<file path="config.mk">
export PLATFORM = sky130hd
export DESIGN_NAME = channel_scheduler
export DESIGN_NICKNAME = d
export VERILOG_FILES = /design/src/rtl/channel_scheduler.sv
export SDC_FILE = /design/constraint.sdc
export NUM_CORES = 1
export LEC_CHECK = 0
export BUFFER_PORTS_ARGS = -buffer_cell sky130_fd_sc_hd__clkbuf_2
export CAP_MARGIN = 20
export CORE_UTILIZATION = 59
export CTS_CLUSTER_SIZE = 24
export DETAILED_ROUTE_END_ITERATION = 6
export GPL_TIMING_DRIVEN = 0
export HOLD_SLACK_MARGIN = 0.05
export PLACE_DENSITY_LB_ADDON = 0.3
export SETUP_SLACK_MARGIN = 0.4
export SLEW_MARGIN = 5
export SYNTH_ARGS = -nofsm -noshare
export SYNTH_HDL_FRONTEND = slang
export SYNTH_SLANG_ARGS = --single-unit
export TNS_END_PERCENT = 5
</file>
<file path="constraint.sdc">
create_clock -name clk -period 4.4 [get_ports clk]
set_clock_uncertainty 0.2 [all_clocks]
set_input_delay 0.66 -clock clk [delete_from_list [all_inputs] [get_ports clk]]
set_output_delay 0.66 -clock clk [all_outputs]
set_load 0.05 [all_outputs]
</file>
<file path="src/rtl/channel_scheduler.sv">
// channel_scheduler: byte-serial frame loader with double buffering, feeding one shared
// spike detector channel by channel and publishing the per-channel results atomically.
module channel_scheduler #(
   parameter int unsigned NUM_CHANNELS = 4,
   parameter int unsigned DATA_WIDTH   = 16,
   localparam int unsigned FRAME_W     = NUM_CHANNELS * DATA_WIDTH,
   localparam int unsigned BYTES       = FRAME_W / 8,
   localparam int unsigned CH_W        = (NUM_CHANNELS > 1) ? $clog2(NUM_CHANNELS) : 1
) (
   input  logic                    clk,
   input  logic                    rst,
   input  logic                    wr_en,
   input  logic [7:0]              wr_data,
   input  logic                    start,
   input  logic [CH_W-1:0]         ch_sel,
   output logic                    det_valid,
   output logic [CH_W-1:0]         det_ch,
   output logic [DATA_WIDTH-1:0]   det_sample,
   input  logic                    det_ready,
   input  logic                    res_valid,
   input  logic                    res_event,
   output logic [NUM_CHANNELS-1:0] event_flags,
   output logic                    sel_event,
   output logic                    busy,
   output logic                    done,
   output logic                    frame_full,
   output logic                    overrun
);

   localparam int unsigned WP_W = (BYTES > 1) ? $clog2(BYTES) : 1;
   localparam logic [WP_W-1:0] WP_TOP  = WP_W'(BYTES - 1);
   localparam logic [CH_W-1:0] LAST_CH = CH_W'(NUM_CHANNELS - 1);

   typedef enum logic [1:0] {StIdle, StIssue, StWait, StDone} state_e;

   state_e                  state_q;
   logic [CH_W-1:0]         idx_q;
   logic [FRAME_W-1:0]      load_q;
   logic [FRAME_W-1:0]      work_q;
   logic [NUM_CHANNELS-1:0] acc_q;
   logic [WP_W-1:0]         wp_q;

   logic                    start_ok;
   logic [WP_W-1:0]         wp_eff;
   logic                    full_eff;

   assign start_ok = start && (state_q == StIdle) && frame_full;

   // An accepted start frees the load buffer this cycle, so a same-cycle write opens the next frame
   always_comb begin
      wp_eff   = wp_q;
      full_eff = frame_full;
      if (start_ok) begin
         wp_eff   = WP_TOP;
         full_eff = 1'b0;
      end
   end

   // Load buffer: MSB-first byte assembly, full flag and sticky protocol-violation flag
   always_ff @(posedge clk) begin
      if (rst) begin
         load_q     <= '0;
         wp_q       <= WP_TOP;
         frame_full <= 1'b0;
         overrun    <= 1'b0;
      end else begin
         wp_q       <= wp_eff;
         frame_full <= full_eff;
         if (wr_en && !full_eff) begin
            load_q[{wp_eff, 3'b000} +: 8] <= wr_data;
            if (wp_eff == '0) begin
               frame_full <= 1'b1;
               wp_q       <= WP_TOP;
            end else begin
               wp_q <= wp_eff - 1'b1;
            end
         end
         if ((wr_en && full_eff) || (start && !start_ok)) begin
            overrun <= 1'b1;
         end
      end
   end

   // Sequencer: snapshot frame, issue channels in order, collect results, publish on completion
   always_ff @(posedge clk) begin
      if (rst) begin
         state_q     <= StIdle;
         idx_q       <= '0;
         work_q      <= '0;
         acc_q       <= '0;
         event_flags <= '0;
      end else begin
         unique case (state_q)
            StIdle: begin
               if (start_ok) begin
                  work_q  <= load_q;
                  idx_q   <= '0;
                  state_q <= StIssue;
               end
            end
            StIssue: begin
               if (det_ready) begin
                  state_q <= StWait;
               end
            end
            StWait: begin
               if (res_valid) begin
                  acc_q[idx_q] <= res_event;
                  if (idx_q == LAST_CH) begin
                     state_q <= StDone;
                  end else begin
                     idx_q   <= idx_q + 1'b1;
                     state_q <= StIssue;
                  end
               end
            end
            StDone: begin
               event_flags <= acc_q;
               state_q     <= StIdle;
            end
            default: state_q <= StIdle;
         endcase
      end
   end

   // Registered per-channel event view; out-of-range selections read as no event
   always_ff @(posedge clk) begin
      if (rst) begin
         sel_event <= 1'b0;
      end else begin
         sel_event <= (32'(ch_sel) < NUM_CHANNELS) ? event_flags[ch_sel] : 1'b0;
      end
   end

   assign det_valid  = (state_q == StIssue);
   assign det_ch     = idx_q;
   assign det_sample = work_q[idx_q * DATA_WIDTH +: DATA_WIDTH];
   assign busy       = (state_q != StIdle);
   assign done       = (state_q == StDone);

endmodule
</file>
==> results.sh <==
export IMPL_outcome="finished, final reports clean"
export IMPL_seq_area_frac_synth=0.4834
export IMPL_layout_min_cycle_time_ps=3812
export IMPL_finalSetupViolations=0
export IMPL_grt_pass1_wl_mm=25.61
export IMPL_worst_slew_pin_slew_ps=695.0
export IMPL_max_freq_mhz=262.3
export IMPL_crit_family="simple AND/OR/NAND/NOR gates"
export IMPL_drv_cap=0
export IMPL_place_area_um2=6427
export IMPL_stdcell_area_um2=7025
export IMPL_crit_chain="clkbuf_1 > and4bb_2 > clkbuf_2 > clkbuf_2 > nor2_1 > ha_1 > nor4b_2 > or4b_2 > buf_2 > mux2i_1 > nor2_1"
export IMPL_hold_viol_final=0
export IMPL_num_antenna_cells=0
export IMPL_pre_cts_slack_ps=312.5
export IMPL_ys_types=47
export IMPL_post_cts_buffers=0
export IMPL_synth_area_mux_share=0.1596
export IMPL_yosys_warnings=0
export IMPL_synth_adder_area_share=0.01449
export IMPL_first_pass_iters=5
export IMPL_fin_crit_sh=0.8664
export IMPL_grt_max_degree=17
export IMPL_cts_tree="built"
export IMPL_rsz0062_at_grt="no"
export IMPL_relSlewSlack=0.5367
export IMPL_power_density_nw_per_um2=415.5
export IMPL_drive_above_1_share=0.1701
export IMPL_avgSynthCellArea_um2=9.330
export IMPL_fin_nets=734
export IMPL_dieWidth_um=103.2
export IMPL_synth_simple_gate_area_share=0.2148
export IMPL_drtIter0Drc=435
export IMPL_cts_htree_levels=4
export IMPL_cts_buffers=17
export IMPL_synth_edf_count=0
export IMPL_clk_latency_ps=540
export IMPL_port_buffers=43
export IMPL_cts_root_buf="clkbuf_8"
export IMPL_wl_per_cell_um=19.68
export IMPL_hpwl_mm=11.34
export IMPL_fin_setup_tns_ps=0
export IMPL_antenna_found_initial=0
export IMPL_design_core_area_um2=9864
export IMPL_row_count=36
export IMPL_n_fill_cell=711
export IMPL_syn_instance_count=648
export IMPL_multi_input_area_um2=2874
export IMPL_path_class="flip-flop to flip-flop"
export IMPL_clk_pin_slew_ps=60
export IMPL_finish_utilization=0.7122
export IMPL_grt_usage=0.3373
export IMPL_syn_num_nets=672
export IMPL_synth_xor_area_share=0.001449
export IMPL_holdCritPathClass="primary input to flip-flop"
export IMPL_synth_common_cells="162 x nand2_1, 146 x dfxtp_1, 83 x a21oi_1"
export IMPL_yosysTopAreaCellShare=0.4834
export IMPL_start_kind="flip-flop"
export IMPL_vias_per_cell=5.874
export IMPL_start_util=0.6129
export IMPL_ios=45
export IMPL_worst_ep_required_time_ps=4600
export IMPL_cp_slowest_cell="or4b_2"
export IMPL_cts_sinks=146
export IMPL_die_y_um=103.2
export IMPL_gp_congestion=0.8354
export IMPL_via_count=5028
export IMPL_crit_arrival_ps=4010
export IMPL_report_final_slew_viol_count=0
export IMPL_drtAntennaViolNets=0
export IMPL_synth_area_leaders="dfxtp_1 48%, nand2_1 10%, mux2i_1 9.4%, a21oi_1 6.9%, mux4_2 6.3%"
export IMPL_synth_compound_area_frac=0.08402
export IMPL_area_growth_syn_to_layout_pct=16.20
export IMPL_yosysMostFrequentCell="nand2_1"
export IMPL_die_area_um2=10660
export IMPL_routed_wl_mm=16.84
export IMPL_syn_area_um2=6046
export IMPL_worst_slack_ps=587.8
export IMPL_async_flop_share=0
export IMPL_end_kind="flip-flop"
export IMPL_route_detailed_drc=0
export IMPL_cts_buffer_depth=2
export IMPL_seqCellArea_um2=2923
export IMPL_ys_flop_type="dfxtp_1"
export IMPL_synth_seq_cells=146
export IMPL_grt_ovfl_total=0
export IMPL_power_leakage_uw=0.002803
export IMPL_crit_buf_inv=4
export IMPL_cpPeakStageDelay_ps=630
export IMPL_synth_area_leader_cell="dfxtp_1"
export IMPL_irDropWorstVdd_v=0.0002389
export IMPL_power_uw=2919
export IMPL_grt_pass1_vias=4885
export IMPL_worstPathMaxFanout=10
export IMPL_synth_top_family_by_area="simple AND/OR/NAND/NOR gates"
-- power by group --
group,switching [uW],internal [uW]
logic,85.1,50.1
registers,11.8,1340
clock network,551,882
-- registers in the layout, summed over array words and instances (netlist names) --
name / cells
overrun: 1
wp_q: 3
load_q: 64
frame_full: 1
acc_q: 4
state_q: 2
event_flags: 4
det_ch: 2
work_q: 64
sel_event: 1
-- tightest hold or removal path: stages --
cell	delay (ps)
clkbuf_2	110
nand2_1	60
a21oi_1	50
-- layout make-up --
| class | count | area share |
|---|---|---|
| multi-input combinational | 447 | 0.4091 |
| sequential | 146 | 0.4160 |
| clock buffer | 24 | 0.06981 |
| clock inverter | 8 | 0.01425 |
| timing repair buffer | 43 | 0.03063 |
| tap | 133 | 0.02369 |
| buffer | 49 | 0.03330 |
| inverter | 6 | 0.003206 |
-- layout by cell type (no fill, tap or decap), types with 3 or more instances in the layout --
master,n
clkbuf_2,45
dfxtp_1,146
clkbuf_16,16
clkinv_2,3
mux2i_1,57
or2b_2,9
nand3_1,6
clkbuf_1,32
ha_1,7
clkbuf_8,7
buf_2,6
nor2_1,17
nand2_1,162
nand2b_1,49
buf_1,6
buf_6,4
a21oi_1,83
nor2b_1,3
mux4_2,17
or3_1,5
inv_1,6
-- metrics by stage --
stage | hold slack, ps | instances
2_1_floorplan | 226.9 | 648
3_3_place_gp | 232.7 | 824
3_5_place_dp | 239.7 | 824
4_1_cts | 190.9 | 856
5_1_grt | 208.9 | 856
6_report | 194.6 | 856
-- metal layers --
layer / part of all wire / vias to the layer above / wire length [um] / global-route usage
li1: - / 2303 / - / -
met1: 0.39 / 2402 / 6587 / 0.4192
met2: 0.47 / 254 / 7952 / 0.5426
met3: 0.096 / 69 / 1616 / 0.08938
met4: 0.041 / 0 / 688 / 0.1733
met5: 0 / - / 0 / 0
-- cell families (layout without fill, tap and decap cells) --
kind of cell    after synthesis  after routing
simple gates                269            269
flops                       146            146
compound gates               95             95
xor+xnor                      1              1
fa+ha+maj                     7              7
mux                          75             75
buf+inv                      55            130
-- repair_timing --
item / in CTS / in global routing
hold buffers: 0 / 0
pin swaps: 0 / 0
endpoints found under the setup margin: 1 / 8
gates resized for setup: 1 / 1
cloned: 0 / 0
-- path summary, 6_finish.rpt --
path	from	end	slack, ps	cells after the start
setup / recovery	state_q[0]	load_q[0]	590	11
hold / removal	wr_data[7]	load_q[39]	190	3
setup reg to reg	state_q[0]	load_q[0]	590	11
hold reg to reg	load_q[36]	work_q[36]	250	2
Note: power is estimated with default switching activity, not from simulation.
